<file path="src/rtl/fc_score_collector.sv">
// Collects one frame of FC class scores and runs an external argmax comparator over it.
// It reports the winning class, or raises a sticky timeout flag if the comparator never finishes.
module fc_score_collector #(
   parameter int DATA_W    = 16,
   parameter int N_CLASSES = 10,
   parameter int TIMEOUT   = 32
) (
   input  logic                          clk,
   input  logic                          reset,
   input  logic                          in_valid,
   input  logic [DATA_W-1:0]             in_data,
   output logic                          in_ready,
   output logic [DATA_W*N_CLASSES-1:0]   arr_flat,
   output logic                          cmp_reset,
   output logic                          cmp_enable,
   input  logic                          cmp_done,
   input  logic [3:0]                    cmp_result,
   output logic                          class_valid,
   output logic [3:0]                    class_out,
   output logic                          timeout_err,
   output logic                          busy
);

   localparam int IDX_W = 4;
   localparam int CNT_W = $clog2(TIMEOUT + 1);
   localparam logic [IDX_W-1:0] LAST_IDX  = IDX_W'(N_CLASSES - 1);
   localparam logic [CNT_W-1:0] LAST_WAIT = CNT_W'(TIMEOUT - 1);

   typedef enum logic [1:0] {
      FILL   = 2'd0,
      CINIT  = 2'd1,
      RUN    = 2'd2,
      REPORT = 2'd3
   } state_t;

   state_t             state;
   logic [IDX_W-1:0]   wr_idx;
   logic [CNT_W-1:0]   wait_cnt;

   // Frame FSM; every output is a register updated together with the state transition.
   always_ff @(posedge clk) begin
      if (reset) begin
         state       <= FILL;
         wr_idx      <= '0;
         wait_cnt    <= '0;
         arr_flat    <= '0;
         in_ready    <= 1'b1;
         busy        <= 1'b0;
         cmp_reset   <= 1'b0;
         cmp_enable  <= 1'b0;
         class_valid <= 1'b0;
         class_out   <= 4'd0;
         timeout_err <= 1'b0;
      end else begin
         cmp_reset   <= 1'b0;
         class_valid <= 1'b0;
         case (state)
            FILL: begin
               if (in_valid) begin
                  for (int k = 0; k < N_CLASSES; k++) begin
                     if (wr_idx == IDX_W'(k)) begin
                        arr_flat[k*DATA_W +: DATA_W] <= in_data;
                     end else begin
                        arr_flat[k*DATA_W +: DATA_W] <= arr_flat[k*DATA_W +: DATA_W];
                     end
                  end
                  if (wr_idx == LAST_IDX) begin
                     wr_idx    <= '0;
                     state     <= CINIT;
                     in_ready  <= 1'b0;
                     busy      <= 1'b1;
                     cmp_reset <= 1'b1;
                  end else begin
                     wr_idx <= wr_idx + 4'd1;
                  end
               end else begin
                  wr_idx <= wr_idx;
               end
            end
            CINIT: begin
               state      <= RUN;
               cmp_enable <= 1'b1;
               wait_cnt   <= '0;
            end
            RUN: begin
               // A done in the same cycle as the last allowed wait still counts as success.
               if (cmp_done) begin
                  class_out   <= cmp_result;
                  cmp_enable  <= 1'b0;
                  class_valid <= 1'b1;
                  wait_cnt    <= '0;
                  state       <= REPORT;
               end else if (wait_cnt == LAST_WAIT) begin
                  timeout_err <= 1'b1;
                  cmp_enable  <= 1'b0;
                  wait_cnt    <= '0;
                  in_ready    <= 1'b1;
                  busy        <= 1'b0;
                  state       <= FILL;
               end else begin
                  wait_cnt <= wait_cnt + CNT_W'(1);
               end
            end
            REPORT: begin
               in_ready <= 1'b1;
               busy     <= 1'b0;
               state    <= FILL;
            end
            default: begin
               cmp_enable <= 1'b0;
               in_ready   <= 1'b1;
               busy       <= 1'b0;
               wr_idx     <= '0;
               wait_cnt   <= '0;
               state      <= FILL;
            end
         endcase
      end
   end

endmodule
</file>
<file path="config.mk">
export PLATFORM = sky130hd
export DESIGN_NAME = fc_score_collector
export DESIGN_NICKNAME = d
export VERILOG_FILES = /design/src/rtl/fc_score_collector.sv
export SDC_FILE = /design/constraint.sdc
export NUM_CORES = 1
export LEC_CHECK = 0
export BUFFER_PORTS_ARGS = -buffer_cell sky130_fd_sc_hd__buf_2
export CELL_PAD_IN_SITES_DETAIL_PLACEMENT = 1
export CELL_PAD_IN_SITES_GLOBAL_PLACEMENT = 1
export CORE_ASPECT_RATIO = 1.25
export CORE_MARGIN = 2
export CORE_UTILIZATION = 38
export DETAILED_ROUTE_END_ITERATION = 12
export PLACE_DENSITY = 0.83
export SLEW_MARGIN = 20
export SYNTH_ARGS = -nofsm -noshare
export SYNTH_HDL_FRONTEND = slang
export SYNTH_SLANG_ARGS = --single-unit
export TNS_END_PERCENT = 10
</file>
<file path="constraint.sdc">
create_clock -name clk -period 2.05 [get_ports clk]
set_input_delay 0.1025 -clock clk [delete_from_list [all_inputs] [get_ports clk]]
set_output_delay 0.1025 -clock clk [all_outputs]
set_load 0.02 [all_outputs]
</file>
# Yosys cells after proc, flatten, opt, wreduce, memory -nomap -nowiden
# Cells that the tools add are included.
[totals] reg_bits=182 input_bits=24 out_inout_bits=170 elab_cells=89
[op_classes] addsub=2 n_eq_ne=18 n_mux=23 bitwise_logic=4 reduce_logical=22
[ops] cell="$reduce_and 3->1" count=12
[ops] cell="$eq 4x3->1 const B" count=4
[ops] cell="$mux 6" count=2
[ops] cell="$pmux 6 s2" count=1
[ops] cell="$mux 1" count=11
[ops] cell="$eq 4x2->1 const B" count=2
[ops] cell="$eq 4x4->1 const B" count=2
[ops] cell="$mux 2" count=4
[ops] cell="$ne 2x2->1 const B" count=4
[ops] cell="$pmux 2 s4" count=1
[ops] cell="$add 6x1->6 const B" count=1
[ops] cell="$eq 6x5->1 const B" count=1
[ops] cell="$pmux 1 s3" count=2
[ops] cell="$reduce_and 2->1" count=3
[ops] cell="$reduce_and 5->1" count=1
[ops] cell="$add 4x1->4 const B" count=1
[ops] cell="$eq 2x2->1 const B" count=2
[ops] cell="$eq 4x1->1 const B" count=1
[ops] cell="$logic_not 4->1" count=1
[ops] cell="$mux 4" count=1
[ops] cell="$not 1->1" count=4
[ops] cell="$ne 3x3->1 const B" count=1
[ops] cell="$reduce_bool 3->1" count=1
[ops] cell="$reduce_or 3->1" count=1
[ops] cell="5 further kinds" count=5

# Depth between registers and ports, before layout
# Gate-level depths: netlist of the first run.
[depth] depth_word=4 mapped_depth=9 depth_no_buf=6

# Worst setup path after synthesis of the first run
# No wires, ideal clock.
[synth_path] path_kind="register -> register" from="register state[0]" to="register arr_flat[150]" setup_ns=0.128 arrival_ns=1.651 required_ns=1.922 path_slack_ns=0.271 stages_incl_launch_ff=9 path_buffers=2 period_less_slack_ns=1.779 path_cell_list="dfxtp_1 -> inv_1 -> ha_1 -> and4bb_4 -> and3_4 -> buf_12 -> buf_12 -> mux2i_1 -> nor2_1"
[synth_between] elab_chain_cells=2
[synth_rtl] element="from (decl)" line="36" rtl="state_t state;"
[synth_rtl] element="from (signal assigned)" line="43" rtl="state <= FILL;"
[synth_rtl] element="from (signal assigned)" line="69" rtl="state <= CINIT;"
[synth_rtl] element="from (signal assigned)" line="81" rtl="state <= RUN;"
[synth_rtl] element="$logic_not 2->1" line="57" rtl="case (state)"
[synth_rtl] element="$reduce_and 3->1 (no source line)"
[synth_rtl] element="to (signal, indexed assignment)" line="62" rtl="arr_flat[k*DATA_W +: DATA_W] <= in_data;"
[synth_rtl] element="to (signal, indexed assignment)" line="64" rtl="arr_flat[k*DATA_W +: DATA_W] <= arr_flat[k*DATA_W +: DATA_W];"
[synth_rtl] element="to (decl)" line="13" rtl="output logic [DATA_W*N_CLASSES-1:0] arr_flat,"
# No other way between the ends.
# A chain may end at the register's enable or synchronous reset.

# Worst setup path after layout of the first run
[layout_path] from="register state[0]" to="register arr_flat[146]"
# Same word-level chain as after synthesis.

==> out/qor.txt, run 1 <==
run status: finished, final reports clean
total number of H-tree levels: 4
global-route wire length before repair: 35200 um
area of the die: 19300 sq um
CP endpoint kind: flip-flop
via count of the first global-routing pass: 6232
count of endpoints failing hold in the final timing report: 0
post-CTS clock slew at the launch and capture registers of the worst setup and hold paths: 0.07 ns
gate count of the mapped netlist: 796
CP required: 2.35 ns
ordered cell list for the critical path: inv_1, ha_2, and4bb_4, and3_4, buf_12, mux2i_1, nor2_1
average routed wire per standard cell: 19.0 um
top-level I/O count: 194
Critical Path Fanout Max: 17
first-pass iteration count of the detailed router: 4
post-route clock period utilization: 93.1%
area growth from synthesis to layout: 23.0%
worst min path class: in -> reg
Worst-Skew Late Latency: 0.43 ns
Seq/Total Area, Yosys: 52.6%
setup repair after global routing missed its margin: false
cell types with the highest counts after synthesis: 233 x nand2_1, 182 x dfxtp_1, 123 x a21oi_1
data arrival time at the worst-slack endpoint: 2.21 ns
kind of critical path: reg -> reg
Final Wtd Congestion: 0.813
pin count of the biggest net entering global routing: 75
wire length after detailed routing: 22800 um
count of antenna diodes in the layout: 0
mean instance size in the synthesized netlist: 8.71 sq um
cell area after technology mapping: 6930 sq um
number of buffers added by the clock tree synthesis step: 17
Slew HR: 60.1%
post-route core utilization: 47.5%
net count after synthesis: 827
post-route clock skew: 0.00773 ns
Worst VDD drop: 0.611 mV
most frequent cell after synthesis: nand2_1
cell types with the largest area share after synthesis: dfxtp_1 53%, nand2_1 13%, a21oi_1 8.9%
number of max-slew violations in the final report: 0
nets: 994
total global routing overflow: 0
reg2reg path depth: 7
area of all placed cells without fillers: 8530 sq um
via count: 6078
initial standard-cell utilization of the core: 38.6%
kind of start point of the critical path: flip-flop
EDFF count, synth: 0
DRC Markers: 0
static leakage: 3.69 nW
Final min period: 1.91 ns
die height: 155 um
total of warnings raised by yosys: 0
setup violators final: 0
global-route total usage across every layer: 23.6%
number of maximum-capacitance violations: 0
largest area contributor in the synthesized netlist: dfxtp_1
instance area after placement: 7900 sq um
DRT iter0 DRCs: 328
area of the placeable core: 18000 sq um
antenna violations before repair: 0
CTS tree: yes
number of nets still failing antenna checks after routing: 0
Cell Count, Final, Fillers Out: 1203
Setup TNS Final: 0 ns
DIE WIDTH: 125 um
Longest Clk Path Bufs: 2
actual transition at the worst max-transition pin: 0.598 ns
post-synthesis register bit count: 182
number of I/O port buffers: 193
number of distinct library cells after synthesis: 44
delay of the slowest cell on the worst path: 0.36 ns
Worst Hold Depth: 3
Placement Rows: 55
top flip-flop cell by instance count after synthesis: dfxtp_1
HPWL after detailed placement: 15200 um
Peak Freq: 524 MHz
Power Density: 956 nW/um^2
total instance count after detailed placement: 1167
top-area cell type share of the netlist area: 52.6%
clock sink count: 182
via density per instance: 5.05
fraction of layout instances using a drive strength above 1: 26.3%
Clk Tree Root Cell: clkbuf_16
cell with the largest stage delay on the worst path: dfxtp_1
proportion of synthesized flip-flops having asynchronous set or reset: 0%
[worst max-delay path, delay by kind of cell (launching register included)]
kind          cells  cell delay [ns]
buf+inv           2             0.32
mux               1             0.25
flops             1             0.36
simple gates      3             0.55
fa+ha+maj         1             0.28
[flip-flops by register name, summed over array words and instances (netlist names)]
signal	flops
arr_flat	160
busy	1
class_out	4
class_valid	1
cmp_enable	1
cmp_reset	1
in_ready	1
state	2
timeout_err	1
wait_cnt	6
wr_idx	4
[timing repair]
action | CTS | global route
resized for setup | 0 | 1
endpoints found under the setup margin | 0 | 44
hold buffers | 4 | 0
endpoints found under the hold margin | 4 | 0
buffers inserted | 0 | 1
[final cells by class]
type	count	area, sq um
clock buffers	24	492
fillers	2176	9430
multi-input cells	540	2800
flip-flops and latches	182	3640
repair buffers	219	1230
inverters	3	11.3
well taps	228	285
clock inverters	7	71.3
[logic make-up after synthesis]
kind of cell	Yosys count	share of synthesized area (%)
AOI/OAI and AO/OA	135	10.1
xor gates and xnor gates	5	0.632
adders and majority gates	7	1.26
buffers and inverters	74	7.20
DFF	182	52.6
muxes	50	7.24
and+or+nand+nor	343	21.0
[placed cells by master, fill, tap and decap left out, types with 5 or more instances in the layout]
master	Yosys	layout
nand2_1	233	233
buf_2	16	192
dfxtp_1	182	182
a21oi_1	123	123
nor2_1	60	60
mux2i_1	49	49
buf_4	10	18
clkbuf_16	0	17
nand3_1	11	11
ha_1	7	6
nor2b_1	5	5
o21ai_0	5	5
[stage by stage]
step | total power [mW] | setup WS [ns] | hold WS [ns]
2_1_floorplan | 4.67 | 0.271 | 0.250
3_3_place_gp | 5.01 | 0.172 | 0.360
6_report | 8.15 | 0.142 | 0.0182
4_1_cts | 8.20 | 0.0162 | 0.00170
3_5_place_dp | 5.04 | 0.0786 | 0.364
5_1_grt | 8.47 | 0.0127 | 0.0274
[power by group]
part	leakage [nW]	internal (mW)	switching, mW	total [mW]
Combinational	1.96	0.378	0.796	1.17
Clock	0.268	1.79	1.37	3.17
Sequential	1.47	3.70	0.113	3.81
[metal layers]
layer	global-route usage, %	wire length (um)
met5	0	0
met1	26.3	9030
met4	11.4	764
met2	43.0	12000
met3	4.47	989
[worst paths after layout]
kind | startpoint | end | slack [ns]
max | state[0] | arr_flat[146] | 0.14
min | cmp_done | class_out[3] | 0.02
max reg2reg | state[0] | arr_flat[146] | 0.14
min reg2reg | arr_flat[44] | arr_flat[44] | 0.45
(Power assumes the default switching activity.)
==> inputs of run 2 (changes only) <==
==> constraint.sdc (replaced) <==
create_clock -name clk -period 2.05 [get_ports clk]
set_input_delay 0.41 -clock clk [delete_from_list [all_inputs] [get_ports clk]]
set_output_delay 0.41 -clock clk [all_outputs]
set_load 0.02 [all_outputs]
==> out/qor.txt, run 2 (synthesis gave the netlist of run 1 again) <==
kind of critical path: reg -> reg
run status: finished, final reports clean
post-route clock period utilization: 93.9% (+0.80 points)
kind of start point of the critical path: flip-flop
post-cts hold buffer count: 0 (-4)
count of endpoints failing hold in the final timing report: 0 (unchanged)
Worst-Skew Late Latency: 0.43 ns (about the same)
DIE WIDTH: 125 um (unchanged)
DRT iter0 DRCs: 345 (+5.2%)
fraction of layout instances using a drive strength above 1: 26.5% (+0.21 points)
Longest Clk Path Bufs: 2 (unchanged)
post-CTS clock slew at the launch and capture registers of the worst setup and hold paths: 0.07 ns (about the same)
Clk Tree Root Cell: clkbuf_16
nets: 989 (-0.50%)
cell with the largest stage delay on the worst path: dfxtp_1
data arrival time at the worst-slack endpoint: 2.23 ns (+0.02 ns)
number of I/O port buffers: 193 (unchanged)
CP required: 2.35 ns (about the same)
global-route wire length before repair: 34500 um (-1.8%)
Setup TNS Final: 0 ns (unchanged)
number of max-slew violations in the final report: 0 (unchanged)
initial standard-cell utilization of the core: 38.6% (unchanged)
setup repair after global routing missed its margin: false
DRC Markers: 0 (unchanged)
first-pass iteration count of the detailed router: 4 (unchanged)
post-route clock skew: 0.00898 ns (+0.00125 ns)
antenna violations before repair: 0 (unchanged)
Final min period: 1.92 ns (+0.0163 ns)
via density per instance: 5.05 (-0.15%)
number of nets still failing antenna checks after routing: 0 (unchanged)
Filler Cells Inserted: 2205 (+1.3%)
die height: 155 um (unchanged)
actual transition at the worst max-transition pin: 0.419 ns (-0.178 ns)
Power Density: 942 nW/um^2 (-1.5%)
Top Registers: arr_flat: 160 flops, wait_cnt: 6 flops
wire length after detailed routing: 22500 um (-1.4%)
Largest register FFs: 160 (unchanged)
global-route total usage across every layer: 23.1% (-0.42 points)
CP endpoint kind: flip-flop
register ranked first by flip-flop count: arr_flat
number of buffers added by the clock tree synthesis step: 17 (unchanged)
HPWL after detailed placement: 15300 um (+0.86%)
via count: 6049 (-0.48%)
area growth from synthesis to layout: 21.8%
worst min path class: in -> reg
CTS tree: yes
total power: 7.95 mW (-2.5%)
ordered cell list for the critical path: inv_1, ha_1, and4bb_4, and3_4, buf_12, mux2i_1, nor2_1
commonest cells after routing, fill and taps aside: 233 x nand2_1, 192 x buf_2, 182 x dfxtp_1, 123 x a21oi_1, 60 x nor2_1
Peak Freq: 520 MHz (-0.85%)
pin count of the biggest net entering global routing: 98 (+31%)
setup violators final: 0 (unchanged)
Worst VDD drop: 0.517 mV (-15%)
clock sink count: 182 (unchanged)
Final Wtd Congestion: 0.820 (+0.95%)
delay of the slowest cell on the worst path: 0.35 ns (about the same)
number of maximum-capacitance violations: 0 (unchanged)
total global routing overflow: 0 (unchanged)
top-level I/O count: 194 (unchanged)
Placement Rows: 55 (unchanged)
Slew HR: 72.0% (+12 points)
commonest non-fill, non-tap cell in the layout: nand2_1
static leakage: 3.66 nW (-1.0%)
via count of the first global-routing pass: 6021 (-3.4%)
area of the die: 19300 sq um (unchanged)
area of the placeable core: 18000 sq um (unchanged)
total number of H-tree levels: 4 (unchanged)
count of antenna diodes in the layout: 0 (unchanged)
average routed wire per standard cell: 18.8 um (-1.1%)
Critical Path Fanout Max: 17 (unchanged)
==> run 2: path summary, 6_finish.rpt <==
path | startpoint | endpoint | slack (ns) | cells after the start
worst max-delay path | state[0] | arr_flat[144] | 0.13 | 7
worst min register to register | arr_flat[46] | arr_flat[46] | 0.45 | 2
worst min-delay path | cmp_result[0] | class_out[0] | 0.23 | 3
worst max register to register | state[0] | arr_flat[144] | 0.13 | 7
==> run 2: metrics by stage <==
step	area (sq um)	worst slack, ns	cells	hold WS, ns	utilization (%)
after CTS	8420	0.0523	1198	0.219	46.9
after detailed placement	7900	0.0647	1166	0.444	44.0
after floorplan	6930	0.271	796	0.463	-
final	8440	0.125	1199	0.232	47.0
after global routing	8440	0.0260	1199	0.229	47.0
after global placement	7900	0.178	1166	0.439	44.0
==> run 2: repair_timing <==
action                     CTS  global route
setup endpoints to repair    0            16
buffers inserted             0             1
gates resized for setup      0             1
==> run 2: worst max-delay path, delay by kind of cell, from the launching register on <==
kind	cells	cell delay, ns
multiplexers	1	0.23
buffers and inverters	2	0.32
adder cells (fa/ha/maj)	1	0.32
AND/OR/NAND/NOR	3	0.57
flip-flops	1	0.35
==> run 2: cell type report <==
| class | instances | area (sq um) | area share (%) |
|---|---|---|---|
| clock buffers | 20 | 447 | 5.29 |
| clock inverters | 12 | 81.3 | 0.963 |
| inverters | 3 | 11.3 | 0.133 |
| multi-input cells | 540 | 2800 | 33.1 |
| flip-flops and latches | 182 | 3640 | 43.1 |
| well taps | 228 | 285 | 3.38 |
| repair buffers | 214 | 1180 | 14.0 |
==> run 2: layer usage <==
layer | vias up | global-route usage, % | share of wire (%)
met4 | 0 | 10.5 | 2.9
met1 | 2950 | 25.2 | 40
li1 | 2909 | - | -
met5 | - | 0 | 0
met2 | 150 | 42.5 | 53
met3 | 40 | 5.40 | 4.1
==> run 2: power breakdown <==
group	leakage (nW)	total [mW]	switching (mW)	internal (mW)
combinational	1.93	1.16	0.792	0.372
clock	0.252	2.98	1.40	1.58
sequential	1.47	3.81	0.115	3.70
total	3.66	7.95	2.31	5.65
